==> src/rtl/enc_pkg.sv <==
// Shared definitions for the LFSR message encryptor.
//   - enc_state_t : encryptor FSM states
//   - constants   : ASCII offset, default memory map, LFSR width, clamp floor
//   - parity7     : even-parity bit over a 7-bit value (bit 7 of each output byte)
package enc_pkg;

  localparam int LFSR_W = 7;

  localparam int MSG_LEN_D = 52;
  localparam int OUT_LEN_D = 64;

  localparam logic [7:0] OUT_BASE_D  = 8'd64;
  localparam logic [7:0] PRE_ADDR_D  = 8'd61;
  localparam logic [7:0] TAP_ADDR_D  = 8'd62;
  localparam logic [7:0] SEED_ADDR_D = 8'd63;
  localparam logic [3:0] MIN_PRE_D   = 4'd10;

  localparam logic [7:0] ASCII_OFFSET = 8'h20;

  typedef enum logic [2:0] {
    IDLE = 3'd0,
    LD0  = 3'd1,
    LD1  = 3'd2,
    LD2  = 3'd3,
    LD3  = 3'd4,
    RD   = 3'd5,
    WR   = 3'd6,
    DONE = 3'd7
  } enc_state_t;

  function automatic logic parity7(input logic [LFSR_W-1:0] v);
    return ^v;
  endfunction

endpackage

==> src/rtl/lfsr7.sv <==
// 7-bit Fibonacci-style LFSR used as the encryption keystream.
//   Clk   : clock, rising edge
//   Reset : synchronous, active-high; clears the register to zero
//   load  : load seed (a zero seed becomes 7'h01 so the sequence never locks up)
//   seed  : seed value used on load
//   taps  : feedback tap mask; feedback bit is the XOR of state & taps
//   step  : advance one position (shift left, feedback into bit 0)
//   state : current LFSR value
module lfsr7
  import enc_pkg::*;
(
  input  logic              Clk,
  input  logic              Reset,
  input  logic              load,
  input  logic [LFSR_W-1:0] seed,
  input  logic [LFSR_W-1:0] taps,
  input  logic              step,
  output logic [LFSR_W-1:0] state
);

  always_ff @(posedge Clk) begin
    if (Reset) begin
      state <= '0;
    end else if (load) begin
      state <= (seed == '0) ? LFSR_W'(1) : seed;
    end else if (step) begin
      state <= {state[LFSR_W-2:0], ^(state & taps)};
    end
  end

endmodule

==> src/rtl/lfsr_encryptor.sv <==
// LFSR message encryptor. Reads the preamble length, tap mask and seed from
// data memory, then walks 64 output positions: each position takes either a
// message character (offset by -0x20) or zero for preamble/padding, XORs it
// with the keystream, adds an even-parity bit in bit 7 and writes the result
// to OUT_BASE+index.
//   Clk         : clock, rising edge
//   Reset       : synchronous, active-high
//   Start       : high holds the block idle; low launches a run from IDLE,
//                 high in DONE returns to IDLE
//   Ack         : registered run-complete flag, high while in DONE
//   mem_addr    : data-memory address
//   mem_rd_data : read data, one cycle after mem_addr
//   mem_wr_en   : write strobe (WR state only)
//   mem_wr_data : write data
module lfsr_encryptor
  import enc_pkg::*;
#(
  parameter int         MSG_LEN   = MSG_LEN_D,
  parameter int         OUT_LEN   = OUT_LEN_D,
  parameter logic [7:0] OUT_BASE  = OUT_BASE_D,
  parameter logic [7:0] PRE_ADDR  = PRE_ADDR_D,
  parameter logic [7:0] TAP_ADDR  = TAP_ADDR_D,
  parameter logic [7:0] SEED_ADDR = SEED_ADDR_D,
  parameter logic [3:0] MIN_PRE   = MIN_PRE_D
) (
  input  logic       Clk,
  input  logic       Reset,
  input  logic       Start,
  output logic       Ack,
  output logic [7:0] mem_addr,
  input  logic [7:0] mem_rd_data,
  output logic       mem_wr_en,
  output logic [7:0] mem_wr_data
);

  enc_state_t        fsm_state;
  enc_state_t        fsm_next;
  logic [7:0]        index;
  logic [3:0]        pre;
  logic [LFSR_W-1:0] taps;
  logic [LFSR_W-1:0] lfsr;
  logic              lfsr_load;
  logic              lfsr_step;

  logic              in_window;
  logic [7:0]        msg_addr;
  logic [7:0]        padded;
  logic [LFSR_W-1:0] c7;
  logic [7:0]        cipher;

  function automatic logic [3:0] clamp_pre(input logic [3:0] raw);
    return (raw < MIN_PRE) ? MIN_PRE : raw;
  endfunction

  lfsr7 u_lfsr (
    .Clk   (Clk),
    .Reset (Reset),
    .load  (lfsr_load),
    .seed  (mem_rd_data[LFSR_W-1:0]),
    .taps  (taps),
    .step  (lfsr_step),
    .state (lfsr)
  );

  // Message window pre <= index < pre+MSG_LEN, evaluated at 9 bits so the
  // upper bound cannot wrap; the 64-entry output walk clips it naturally.
  always_comb begin
    in_window = ({1'b0, index} >= {5'b0, pre}) &&
                ({1'b0, index} <  ({5'b0, pre} + 9'(MSG_LEN)));
    msg_addr  = index - {4'b0, pre};
    padded    = in_window ? (mem_rd_data - ASCII_OFFSET) : 8'h00;
    c7        = padded[LFSR_W-1:0] ^ lfsr;
    cipher    = {parity7(c7), c7};
  end

  always_ff @(posedge Clk) begin
    if (Reset) begin
      fsm_state <= IDLE;
      index     <= '0;
      Ack       <= 1'b0;
    end else begin
      fsm_state <= fsm_next;
      Ack       <= (fsm_next == DONE);
      if (fsm_state == LD3) begin
        index <= '0;
      end else if (fsm_state == WR) begin
        index <= index + 8'd1;
      end
    end
  end

  // Run parameters are plain data captured from the read port; they are
  // always reloaded before use, so they carry no reset.
  always_ff @(posedge Clk) begin
    if (fsm_state == LD1) begin
      pre <= clamp_pre(mem_rd_data[3:0]);
    end
    if (fsm_state == LD2) begin
      taps <= mem_rd_data[LFSR_W-1:0];
    end
  end

  always_comb begin
    fsm_next    = fsm_state;
    mem_addr    = 8'h00;
    mem_wr_en   = 1'b0;
    mem_wr_data = 8'h00;
    lfsr_load   = 1'b0;
    lfsr_step   = 1'b0;
    case (fsm_state)
      IDLE: begin
        if (!Start) begin
          fsm_next = LD0;
        end
      end
      LD0: begin
        mem_addr = PRE_ADDR;
        fsm_next = LD1;
      end
      LD1: begin
        mem_addr = TAP_ADDR;
        fsm_next = LD2;
      end
      LD2: begin
        mem_addr = SEED_ADDR;
        fsm_next = LD3;
      end
      LD3: begin
        lfsr_load = 1'b1;
        fsm_next  = RD;
      end
      RD: begin
        if (in_window) begin
          mem_addr = msg_addr;
        end
        fsm_next = WR;
      end
      WR: begin
        mem_wr_en   = 1'b1;
        mem_addr    = OUT_BASE + index;
        mem_wr_data = cipher;
        lfsr_step   = 1'b1;
        fsm_next    = (index == 8'(OUT_LEN - 1)) ? DONE : RD;
      end
      DONE: begin
        if (Start) begin
          fsm_next = IDLE;
        end
      end
      default: fsm_next = IDLE;
    endcase
  end

endmodule

==> config.mk <==
export PLATFORM = sky130hd
export DESIGN_NAME = lfsr_encryptor
export DESIGN_NICKNAME = d
export VERILOG_FILES = /design/src/rtl/enc_pkg.sv /design/src/rtl/lfsr7.sv /design/src/rtl/lfsr_encryptor.sv
export SDC_FILE = /design/constraint.sdc
export NUM_CORES = 1
export LEC_CHECK = 0
export BUFFER_PORTS_ARGS = -buffer_cell sky130_fd_sc_hd__buf_2
export CAP_MARGIN = 20
export CORE_UTILIZATION = 30
export DETAILED_ROUTE_END_ITERATION = 12
export GPL_TIMING_DRIVEN = 0
export HOLD_SLACK_MARGIN = 0.15
export PLACE_DENSITY = 0.57
export SETUP_SLACK_MARGIN = 0.1
export SYNTH_ARGS = -nofsm -noshare
export SYNTH_HDL_FRONTEND = slang
export SYNTH_SLANG_ARGS = --single-unit
==> constraint.sdc <==
create_clock -name Clk -period 2.82 [get_ports Clk]
set_input_delay 0 -clock Clk [delete_from_list [all_inputs] [get_ports Clk]]
set_output_delay 0 -clock Clk [all_outputs]
set_load 0.02 [all_outputs]
==> impl_metrics.toml <==
[global_route]
grt.met3_usage_pct = 3.41
grt_max_degree = 11
grt.total_usage_pct = 16.0
grt.overflow.total = 0
grt_pass1_vias = 1750
gr-usage-met1_pct = 22.7
use_met2_pct = 24.1
busiest_layer = "met2"
grt_pass1_wl_mm = 9.12
antenna_found_initial = 0

[setup_path]
worst_setup_path_start_kind = "register"
crit_top_cell = "buf_4"
slowest_delay_ns = 0.38
cp.required_ns = 2.82
path_max_fanout = 8
crit_chain = "inv_1 -> ha_1 -> fa_2 -> nor2b_1 -> o21ai_2 -> a41oi_4 -> buf_4 -> nand4b_4 -> o221ai_2 -> buf_4"
cp_slowest_cell = "fa_2"
worstSetupEndpointType = "output port"
regToRegSetupSlack_ns = 1.06
cp.arrival_ns = 2.63
path_class = "reg -> out"

[logic_synthesis]
syn_avg_cell_area_um2 = 8.72
synth.distinct_cells = 46
yosys.area.top_type_share_pct = 17.6
synth.area.top_cells = "dfxtp_1 18%, edfxtp_1 15%, xnor2_1 6.5%, ha_1 6.4%, nor2_1 5.2%"
yosysWarningCount = 0
ys_ff_latch = 30
synthArstFlopShare_pct = 0
syn_area_um2 = 2160
synth_mux_area_share_pct = 2.78
synth_compound_area_share_pct = 19.0
synth_fa_ha_area_share_pct = 7.29
synth_ff_type = "dfxtp_1"
synth_xor_area_share_pct = 12.6
synth.most_common_cell = "nor2_1"
synth.largest_area_cell = "dfxtp_1"
synth_top_family_by_area = "simple AND/OR/NAND/NOR gates"
syn_inst = 248
ys_top_cells_by_count = "30 x nor2_1, 29 x nand2_1, 19 x dfxtp_1"
synth_edf_count = 11
syn_nets = 271
yosysSeqAreaShare_pct = 32.9
synthSimpleGateAreaFrac_pct = 19.6

[route]
drc = 0
wirelength_mm = 5.79
viasPerCell = 4.94
wire_per_inst_um = 14.8
dr.pass1.iters = 4
drt-initial-drc-count = 134
dr_total_vias = 1935
ant_nets = 0

[placement]
place.gp.congestion = 0.812
dp_hpwl_mm = 4.06
numPortBuffers = 27
post-place-ws_ns = 0.227

[sta]
max_freq_mhz = 381
setup_ws_ns = 0.193
slew_violations = 0
slew-limit-headroom_pct = 62.3
rsz0062_at_grt = "no"
min_period_over_period_pct = 93.2
setup-tns-final_ns = 0
worst_pin_slew_ns = 0.566
fin_skew_ns = 0.00363
finalSetupViolations = 0
hold_violations = 0
fin_crit_ns = 2.63

[clock_network]
cts.clk_slew.worst_paths_ns = 0.07
cts_tree = "yes"
cts_buffer_depth = 2
cts_max_level = 2
worstSkewPairLatency_ns = 0.28
cts_sinks = 30
numCtsBuffers = 5
root_buffer = "clkbuf_8"

[finish]
syn_to_final_growth_pct = 24.6
antenna_cells = 0
fin_nets = 318
drive_gt1_share_pct = 20.6

[floorplan]
die_w_um = 86.9
ios = 29
row_count = 30
die_h_um = 86.9
die_area_um2 = 7550
core_um2 = 6870
start_util_pct = 31.5

[status]
status = "completed"

[power_and_ir_drop]
leakagePower_nw = 1.17
powerDensity_nw_per_um2 = 417
power_w = 0.00112
ir_worst_vdd_mv = 0.186

[job]
drv_cap = 0

[hold_path]
hold_class = "in -> reg"
power breakdown:
group          total [W]  switching (W)  internal (W)
clock           0.000338       0.000168      0.000169
sequential      0.000490      0.0000192      0.000470
combinational   0.000295       0.000169      0.000126
total            0.00112       0.000357      0.000765
final timing paths:
check	start	end	cells after the start
setup / recovery	index[0]	mem_addr[0]	10
hold / removal	mem_rd_data[2]	taps[2]	2
hold reg to reg	index[1]	index[1]	2
setup reg to reg	fsm_state[2]	Ack	8
worst max-delay path: cells and delay by family (launching register included):
kind | cells | cell delay, ns
buf+inv | 3 | 0.41
simple gates | 2 | 0.35
flops | 1 | 0.35
compound gates | 3 | 0.62
fa+ha+maj | 2 | 0.61
metal layers:
metal  vias up  share of wire (%)
met1       934                 50
met3         6                2.5
li1        974                  -
met4         0                1.0
met2        21                 47
met5         -                  0
cell usage in the layout (no fill, tap or decap), drive strengths merged, types with 4 or more instances in the layout:
| cell type | instances |
|---|---|
| ha | 11 |
| xor2 | 10 |
| clkbuf | 10 |
| nand4 | 6 |
| dfxtp | 19 |
| nor2b | 4 |
| nor2 | 30 |
| o21ai | 7 |
| nand2b | 5 |
| inv | 13 |
| a211oi | 7 |
| a41o | 7 |
| a21boi | 4 |
| dlygate4sd3 | 9 |
| a31oi | 9 |
| edfxtp | 11 |
| a21oi | 9 |
| buf | 40 |
| o22ai | 6 |
| xnor2 | 16 |
| nand2 | 29 |
| mux2i | 6 |
| nor3 | 5 |
registers in the layout (all words and copies together), names as in the netlist:
register and count:
taps 7, fsm_state 3, pre 4, u_lfsr.state 7
Ack 1, index 8
layout make-up:
type | instances | area (um2)
buffer | 13 | 76.3
timing repair buffer | 40 | 275
tap | 96 | 120
sequential | 30 | 712
fill | 702 | 4180
inverter | 13 | 48.8
clock inverter | 2 | 8.76
multi-input combinational | 192 | 1380
clock buffer | 6 | 72.6
kinds of logic (layout without fill, tap and decap cells):
logic type / after synthesis / after routing
compound gates: 56 / 56
other cells: 1 / 1
fa+ha+maj: 12 / 12
simple gates: 89 / 89
buf+inv: 26 / 74
flops: 30 / 30
mux: 6 / 6
xor+xnor: 28 / 28
repair_timing:
item,CTS,global route
resized for setup,2,15
hold buffers,9,0
buffers inserted,2,1
hold endpoints to repair,19,0
endpoints found under the setup margin,12,16
pin swaps,1,4
stage by stage:
| step | cell area [um2] | hold slack [ns] | util [%] | instances |
|---|---|---|---|---|
| 2_1_floorplan | 2160 | 0.0989 | - | 248 |
| 3_3_place_gp | 2420 | 0.280 | 35.2 | 371 |
| 3_5_place_dp | 2420 | 0.288 | 35.2 | 371 |
| 4_1_cts | 2630 | 0.528 | 38.3 | 390 |
| 5_1_grt | 2690 | 0.550 | 39.2 | 392 |
| 6_report | 2690 | 0.533 | 39.2 | 392 |
No activity file was read; power rests on OpenSTA's default activity.
